--- src/rtl/cpu_defs.sv ---
// Shared definitions for the memory-port arbiter: FSM states, bus owner,
// default bus widths and the full-word byte-select pattern.
package cpu_defs;

  localparam int AW_DEF   = 32;
  localparam int DW_DEF   = 32;
  localparam int STREAK_W = 4;

  localparam logic [3:0] SEL_WORD = 4'b1111;

  typedef enum logic [1:0] {
    ST_IDLE,
    ST_BUS_IF,
    ST_BUS_D,
    ST_RESP
  } arb_state_e;

  typedef enum logic {
    OWN_IF,
    OWN_D
  } owner_e;

endpackage

--- src/rtl/arb_streak_ctr.sv ---
// Grant decision between fetch and data requesters. Data wins by default;
// a saturating streak counter hands the bus to a waiting fetch after
// MAX_D_STREAK consecutive data grants.
module arb_streak_ctr
  import cpu_defs::*;
#(
  parameter int MAX_D_STREAK = 4
) (
  input  logic clk,
  input  logic rst,
  input  logic arb_en_i,
  input  logic if_req_i,
  input  logic d_req_i,
  output logic grant_if_o,
  output logic grant_d_o
);

  localparam logic [STREAK_W-1:0] STREAK_MAX = STREAK_W'(MAX_D_STREAK);

  logic [STREAK_W-1:0] streak_q, streak_d;

  // Grant decision and next streak value; only meaningful while arbitrating.
  // NOTE: every signal driven here gets a default first so no latch is inferred.
  always_comb begin
    streak_d   = streak_q;
    grant_d_o  = arb_en_i & d_req_i & (~if_req_i | (streak_q < STREAK_MAX));
    grant_if_o = arb_en_i & if_req_i & ~grant_d_o;
    if (arb_en_i) begin
      if (!if_req_i || grant_if_o) begin
        streak_d = '0;
      end else if (grant_d_o && (streak_q != '1)) begin
        streak_d = streak_q + STREAK_W'(1);
      end
    end
  end

  // Streak register.
  // NOTE: sequential state uses non-blocking assignments only.
  always_ff @(posedge clk or negedge rst) begin
    if (!rst) begin
      streak_q <= '0;
    end else begin
      streak_q <= streak_d;
    end
  end

endmodule

--- src/rtl/mem_port_arbiter.sv ---
// Shares one single-ported memory bus between the fetch and data requesters.
// Serialises accesses, registers returned data, pulses per-requester acks,
// raises stall requests, frees the bus on slave timeout and discards flushed
// fetches.
module mem_port_arbiter
  import cpu_defs::*;
#(
  parameter int AW           = AW_DEF,
  parameter int DW           = DW_DEF,
  parameter int MAX_D_STREAK = 4,
  parameter int TIMEOUT      = 255
) (
  input  logic          clk,
  input  logic          rst,
  input  logic          if_req_i,
  input  logic [AW-1:0] if_addr_i,
  output logic [DW-1:0] if_rdata_o,
  output logic          if_ack_o,
  input  logic          flush_i,
  input  logic          d_req_i,
  input  logic          d_we_i,
  input  logic [3:0]    d_sel_i,
  input  logic [AW-1:0] d_addr_i,
  input  logic [DW-1:0] d_wdata_i,
  output logic [DW-1:0] d_rdata_o,
  output logic          d_ack_o,
  output logic          stallreq_if_o,
  output logic          stallreq_mem_o,
  output logic          bus_req_o,
  output logic          bus_we_o,
  output logic [3:0]    bus_sel_o,
  output logic [AW-1:0] bus_addr_o,
  output logic [DW-1:0] bus_wdata_o,
  input  logic [DW-1:0] bus_rdata_i,
  input  logic          bus_ack_i,
  output logic          bus_err_o
);

  localparam int TW = (TIMEOUT < 2) ? 1 : $clog2(TIMEOUT + 1);
  localparam logic [TW-1:0] TMO_LAST = TW'((TIMEOUT == 0) ? 0 : TIMEOUT - 1);

  arb_state_e    state_q, state_d;
  owner_e        owner_q, owner_d;
  logic          bus_req_q, bus_req_d;
  logic          bus_we_q, bus_we_d;
  logic [3:0]    bus_sel_q, bus_sel_d;
  logic [AW-1:0] bus_addr_q, bus_addr_d;
  logic [DW-1:0] bus_wdata_q, bus_wdata_d;
  logic [DW-1:0] if_rdata_q, if_rdata_d;
  logic [DW-1:0] d_rdata_q, d_rdata_d;
  logic          if_ack_q, if_ack_d;
  logic          d_ack_q, d_ack_d;
  logic          bus_err_q, bus_err_d;
  logic [TW-1:0] tmo_q, tmo_d;
  logic          discard_q, discard_d;

  logic grant_if, grant_d;
  logic tmo_hit;
  logic discard_now;

  arb_streak_ctr #(
    .MAX_D_STREAK(MAX_D_STREAK)
  ) u_streak (
    .clk       (clk),
    .rst       (rst),
    .arb_en_i  (state_q == ST_IDLE),
    .if_req_i  (if_req_i),
    .d_req_i   (d_req_i),
    .grant_if_o(grant_if),
    .grant_d_o (grant_d)
  );

  assign tmo_hit     = (TIMEOUT != 0) && (tmo_q == TMO_LAST);
  // A flush arriving in the completing cycle of a fetch still kills its ack.
  assign discard_now = discard_q | ((state_q == ST_BUS_IF) & flush_i);

  // Next-state and datapath logic for the bus FSM.
  always_comb begin
    state_d     = state_q;
    owner_d     = owner_q;
    bus_req_d   = bus_req_q;
    bus_we_d    = bus_we_q;
    bus_sel_d   = bus_sel_q;
    bus_addr_d  = bus_addr_q;
    bus_wdata_d = bus_wdata_q;
    if_rdata_d  = if_rdata_q;
    d_rdata_d   = d_rdata_q;
    if_ack_d    = 1'b0;
    d_ack_d     = 1'b0;
    bus_err_d   = 1'b0;
    tmo_d       = tmo_q;
    discard_d   = discard_q;

    unique case (state_q)
      ST_IDLE: begin
        if (grant_d) begin
          state_d     = ST_BUS_D;
          owner_d     = OWN_D;
          bus_req_d   = 1'b1;
          bus_we_d    = d_we_i;
          bus_sel_d   = d_sel_i;
          bus_addr_d  = d_addr_i;
          bus_wdata_d = d_wdata_i;
          tmo_d       = '0;
        end else if (grant_if) begin
          state_d     = ST_BUS_IF;
          owner_d     = OWN_IF;
          bus_req_d   = 1'b1;
          bus_we_d    = 1'b0;
          bus_sel_d   = SEL_WORD;
          bus_addr_d  = if_addr_i;
          bus_wdata_d = '0;
          tmo_d       = '0;
          discard_d   = flush_i;
        end
      end

      ST_BUS_IF, ST_BUS_D: begin
        discard_d = discard_now;
        if (bus_ack_i) begin
          state_d   = ST_RESP;
          bus_req_d = 1'b0;
          if (owner_q == OWN_D) begin
            d_ack_d   = 1'b1;
            d_rdata_d = bus_we_q ? '0 : bus_rdata_i;
          end else begin
            if_ack_d   = ~discard_now;
            if_rdata_d = bus_rdata_i;
          end
        end else if (tmo_hit) begin
          // Slave never answered: complete with zero data and flag the error.
          state_d   = ST_RESP;
          bus_req_d = 1'b0;
          if (owner_q == OWN_D) begin
            d_ack_d   = 1'b1;
            d_rdata_d = '0;
            bus_err_d = 1'b1;
          end else begin
            if_ack_d   = ~discard_now;
            if_rdata_d = '0;
            bus_err_d  = ~discard_now;
          end
        end else if (TIMEOUT != 0) begin
          tmo_d = tmo_q + TW'(1);
        end
      end

      ST_RESP: begin
        state_d   = ST_IDLE;
        discard_d = 1'b0;
      end

      default: state_d = ST_IDLE;
    endcase
  end

  // State and output registers; reset abandons any in-flight bus cycle.
  always_ff @(posedge clk or negedge rst) begin
    if (!rst) begin
      state_q     <= ST_IDLE;
      owner_q     <= OWN_IF;
      bus_req_q   <= 1'b0;
      bus_we_q    <= 1'b0;
      bus_sel_q   <= '0;
      bus_addr_q  <= '0;
      bus_wdata_q <= '0;
      if_rdata_q  <= '0;
      d_rdata_q   <= '0;
      if_ack_q    <= 1'b0;
      d_ack_q     <= 1'b0;
      bus_err_q   <= 1'b0;
      tmo_q       <= '0;
      discard_q   <= 1'b0;
    end else begin
      state_q     <= state_d;
      owner_q     <= owner_d;
      bus_req_q   <= bus_req_d;
      bus_we_q    <= bus_we_d;
      bus_sel_q   <= bus_sel_d;
      bus_addr_q  <= bus_addr_d;
      bus_wdata_q <= bus_wdata_d;
      if_rdata_q  <= if_rdata_d;
      d_rdata_q   <= d_rdata_d;
      if_ack_q    <= if_ack_d;
      d_ack_q     <= d_ack_d;
      bus_err_q   <= bus_err_d;
      tmo_q       <= tmo_d;
      discard_q   <= discard_d;
    end
  end

  assign bus_req_o   = bus_req_q;
  assign bus_we_o    = bus_we_q;
  assign bus_sel_o   = bus_sel_q;
  assign bus_addr_o  = bus_addr_q;
  assign bus_wdata_o = bus_wdata_q;
  assign if_rdata_o  = if_rdata_q;
  assign d_rdata_o   = d_rdata_q;
  assign if_ack_o    = if_ack_q;
  assign d_ack_o     = d_ack_q;
  assign bus_err_o   = bus_err_q;

  assign stallreq_if_o  = if_req_i & ~if_ack_q;
  assign stallreq_mem_o = d_req_i & ~d_ack_q;

endmodule

--- config.mk ---
export PLATFORM = sky130hd
export DESIGN_NAME = mem_port_arbiter
export DESIGN_NICKNAME = d
export VERILOG_FILES = /design/src/rtl/cpu_defs.sv /design/src/rtl/arb_streak_ctr.sv /design/src/rtl/mem_port_arbiter.sv
export SDC_FILE = /design/constraint.sdc
export NUM_CORES = 1
export LEC_CHECK = 0
export ABC_CLOCK_PERIOD_IN_PS = 3600
export BUFFER_PORTS_ARGS = -buffer_cell sky130_fd_sc_hd__buf_2
export CORE_MARGIN = 2
export CORE_UTILIZATION = 50
export DETAILED_ROUTE_END_ITERATION = 16
export GPL_TIMING_DRIVEN = 0
export HOLD_SLACK_MARGIN = 0.12
export PLACE_DENSITY = 0.83
export SETUP_SLACK_MARGIN = 0.5
export SLEW_MARGIN = 5
export SYNTH_ARGS = -nofsm -noshare
export SYNTH_HDL_FRONTEND = slang
export SYNTH_SLANG_ARGS = --single-unit
--- constraint.sdc ---
create_clock -name clk -period 3.6 [get_ports clk]
set_input_delay 0.36 -clock clk [delete_from_list [all_inputs] [get_ports clk]]
set_output_delay 0.36 -clock clk [all_outputs]
set_load 0.01 [all_outputs]
==> qor.log <==
qor: yosys.ys_seq_area_share 56.6%
qor: pwr.share_comb_of_total_power 40.9%
qor: timing.max_clock_freq 442 MHz
qor: placed_design.dp_hpwl 13.0 mm
qor: pwr.power.density 884 mW/mm²
qor: pwr.p_switching 2920 µW
qor: critical_path.endpoint_kind flop
qor: timing.setup_repair_after_global_routing_missed_its_margin false
qor: clocking.cts_tree yes
qor: timing.setup_slack 1.34 ns
qor: timing.report.final.setup_viol 0
qor: yosys.number_of_nets_in_the_synthesized_netlist 760
qor: drt.drtAntennaViolNets 0
qor: clocking.tritoncts_buffers 17
qor: clocking.numClockSinks 153
qor: worst_hold_path.hold_path_class input port to flop
qor: critical_path.crit_path_start_kind flop
qor: floorplan.initial_cell_density_of_the_core 51.1%
qor: pwr.vdd.ir_drop.worst 0.000515 V
qor: placed_design.placement.io_buffers 275
qor: finish.area.sequential 0.00383 mm²
qor: timing.min_period_over_period 62.8%
qor: clocking.clock_latency_on_the_worst_skew_pair 0.42 ns
qor: drt.first_drt_iteration_drcs 365
qor: floorplan.core 0.0132 mm²
qor: finish.fill_cells 1045
qor: pwr.internal_power 5040 µW
qor: yosys.postSynthRegisterBits 153
qor: pwr.total_power 7960 µW
qor: floorplan.die_w 120 µm
qor: grt.grt_antenna_before_repair 1
qor: timing.setup_total_negative_slack 0 ns
qor: yosys.post_synth_edffs 0
qor: grt.via_count_of_the_first_global_routing_pass 5679
qor: finish.layout.cells.non_filler 1101
qor: finish.post_route_cells_drive_above_1_share 39.5%
qor: yosys.dominantRegCellSynth sky130_fd_sc_hd__dfrtp_1
qor: drt.drc 0
qor: clocking.clock_tree.htree_level_count 4
qor: finish.areaGrowthSynthToFinish 33.2%
qor: timing.finalHoldViolations 0
qor: drt.wire_per_inst 16.2 µm
qor: clocking.cts_root_buf sky130_fd_sc_hd__clkbuf_16
qor: clocking.clkTransAtPathRegs 0.06 ns
qor: timing.post-route-min-period 2.26 ns
qor: drt.drt_pass1_iterations 4
qor: timing.max_slew_margin 60.1%
qor: finish.post-route-cell-area 0.00901 mm²
qor: pwr.netSwitchingFraction 36.7%
qor: status.status completed
qor: pwr.power.leakage 0.00476 µW
qor: clocking.clockBufferDepth 2
qor: yosys.synthesis.instances 615
qor: grt.grt-ovfl-total 0
qor: pwr.p_clk_share 22.3%
qor: placed_design.placedInstanceArea 0.00840 mm²
qor: clocking.post_cts_buffers 0
qor: floorplan.dieArea 0.0145 mm²
qor: timing.fin_worst_skew 0.0139 ns
qor: yosys.synthesis.yosys.warnings 0
qor: critical_path.critPathMaxFanout 10
qor: placed_design.placed_cells 1067
qor: drt.via_cell_ratio 5.17
qor: grt.global_routing_usage_summed_across_all_routing_layers 25.2%
qor: floorplan.fp.dieH 120 µm
qor: placed_design.preCtsSetupSlack 1.30 ns
qor: yosys.syn-mean-instance-area 11.0 µm²
qor: yosys.synth-async-reset-ratio 100%
qor: critical_path.worst_ep_arrival_time 2.52 ns
qor: floorplan.design.portCount 278
qor: yosys.netlist-cell-type-count 46
qor: pwr.power_frac_seq 36.8%
qor: critical_path.setup.worst_path.class flop to flop
qor: timing.slew_of_the_pin_with_the_lowest_slew_margin 0.594 ns
qor: placed_design.gp_congestion 0.814
qor: job.cap_viol_max_count 0
qor: grt.grt_max_degree 107
qor: floorplan.core.rowCount 42
qor: finish.multiInputGateArea 0.00260 mm²
qor: drt.routed-via-count 5688
qor: yosys.syn_area 0.00676 mm²
qor: critical_path.critPathRequiredTime 3.86 ns
qor: drt.detail_route.wirelength 17.8 mm
qor: grt.grt_first_pass_wirelength 28.4 mm
qor: finish.layout.nets 1056
qor: timing.max_slew_violation_total_from_the_final_report 0
-- registers in the layout, indices dropped and copies added, names as in the netlist --
signal	flops
bus_addr_o	32
bus_wdata_o	32
d_rdata_o	32
if_rdata_o	32
tmo_q	8
bus_sel_o	4
u_streak.streak_q	4
state_q	2
bus_err_o	1
bus_req_o	1
bus_we_o	1
d_ack_o	1
discard_q	1
if_ack_o	1
owner_q	1
-- power groups by stage --
stage | clock [µW] | combinational (µW) | sequential, µW
after detailed placement | 0 | 3280 | 2920
final | 1780 | 3250 | 2930
after floorplan | 0 | 1690 | 3230
after CTS | 1820 | 3280 | 2920
after global placement | 0 | 3200 | 2900
after global routing | 1890 | 3580 | 3010
-- kinds of logic (layout without fill, tap and decap cells) --
kind of cell               count (synthesis)  count (layout)  share of synthesized area [%]
buffers and inverters                     74             383                           4.98
DFF                                      153             153                           56.6
other                                      0               1                              0
and+or+nand+nor                          219             219                           14.4
muxes                                     65              65                           12.0
adders and majority gates                  6               6                           1.11
AOI/OAI and AO/OA                         97              97                           10.7
xor gates and xnor gates                   1               1                          0.130
-- metal layers --
layer	track usage [%]	share of wire, %
met1	31.2	42
met3	7.36	7.3
met4	8.21	1.5
met2	42.7	49
met5	0	0
-- layout make-up --
type	count	share of cell area, %
plain buffers	42	2.40
clock inverters	13	1.60
multi-input cells	388	28.8
flip-flops and latches	153	42.5
repair buffers	277	15.8
inverters	32	1.33
clock buffers	19	5.03
well taps	176	2.45
diodes	1	0.0278
-- cell usage in the layout (no fill, tap or decap), types with 4 or more instances in the layout --
master and instances:
sky130_fd_sc_hd__ha_1 6, sky130_fd_sc_hd__nand2_1 103, sky130_fd_sc_hd__nor2b_1 13, sky130_fd_sc_hd__mux2_2 6, sky130_fd_sc_hd__dfrtp_1 153, sky130_fd_sc_hd__mux2i_1 25
sky130_fd_sc_hd__o22a_1 4, sky130_fd_sc_hd__clkbuf_16 17, sky130_fd_sc_hd__nor2_1 64, sky130_fd_sc_hd__buf_6 5, sky130_fd_sc_hd__inv_1 32, sky130_fd_sc_hd__o21ai_0 6
sky130_fd_sc_hd__mux2_1 5, sky130_fd_sc_hd__buf_2 285, sky130_fd_sc_hd__mux2_4 29, sky130_fd_sc_hd__and2_1 10, sky130_fd_sc_hd__a22o_1 33, sky130_fd_sc_hd__clkinvlp_4 4
sky130_fd_sc_hd__a31oi_1 33, sky130_fd_sc_hd__clkbuf_1 24, sky130_fd_sc_hd__nand3_1 10
-- Yosys cell counts, types with 6 or more instances --
master                     count  share of area [%]
sky130_fd_sc_hd__mux2_4       29                6.4
sky130_fd_sc_hd__nand2_1     103                5.7
sky130_fd_sc_hd__dfrtp_1     153                 57
sky130_fd_sc_hd__clkbuf_1     24                1.3
sky130_fd_sc_hd__a22o_1       33                4.3
sky130_fd_sc_hd__nand3_1      10               0.74
sky130_fd_sc_hd__mux2i_1      25                3.7
sky130_fd_sc_hd__mux2_2        6                1.0
sky130_fd_sc_hd__inv_1        32                1.8
sky130_fd_sc_hd__a31oi_1      33                3.1
sky130_fd_sc_hd__nor2b_1      13                1.2
sky130_fd_sc_hd__buf_2        11               0.81
sky130_fd_sc_hd__ha_1          6                1.1
sky130_fd_sc_hd__nor2_1       64                3.6
sky130_fd_sc_hd__o21ai_0       6               0.44
sky130_fd_sc_hd__and2_1       10               0.93
-- path summary, 6_finish.rpt --
check	from	endpoint	slack, ns	depth (start not counted)
setup / recovery	state_q[0]$_DFFE_PN0P_	bus_addr_o[29]$_DFFE_PN0P_	1.34	8
hold / removal	d_wdata_i[6]	bus_wdata_o[6]$_DFFE_PN0P_	0.16	2
setup reg to reg	state_q[0]$_DFFE_PN0P_	bus_addr_o[29]$_DFFE_PN0P_	1.34	8
hold reg to reg	u_streak.streak_q[0]$_DFFE_PN0P_	u_streak.streak_q[0]$_DFFE_PN0P_	0.48	1
max in group asynchronous	rst	d_rdata_o[9]$_DFFE_PN0P_	2.34	3
min in group asynchronous	rst	if_rdata_o[1]$_DFFE_PN0P_	0.44	2
-- critical path, cell delays in order, from the launching register on --
cell	delay, ns
sky130_fd_sc_hd__dfrtp_1	0.40
sky130_fd_sc_hd__inv_1	0.09
sky130_fd_sc_hd__ha_1	0.15
sky130_fd_sc_hd__buf_2	0.19
sky130_fd_sc_hd__inv_1	0.13
sky130_fd_sc_hd__nor2_1	0.31
sky130_fd_sc_hd__buf_2	0.32
sky130_fd_sc_hd__clkbuf_1	0.38
sky130_fd_sc_hd__a31oi_1	0.15
-- stage by stage --
stage	util, %	hold WS, ns
after floorplan	-	0.0644
after global placement	63.1	0.463
after detailed placement	63.4	0.282
after CTS	68.0	0.137
after global routing	68.0	0.138
final	68.0	0.161
-- repair_timing --
action	in CTS	in global routing
endpoints found under the hold margin	47	0
hold buffers	1	0
resized for setup	0	0
endpoints found under the setup margin	0	0
No activity file was read; power rests on OpenSTA's default activity.
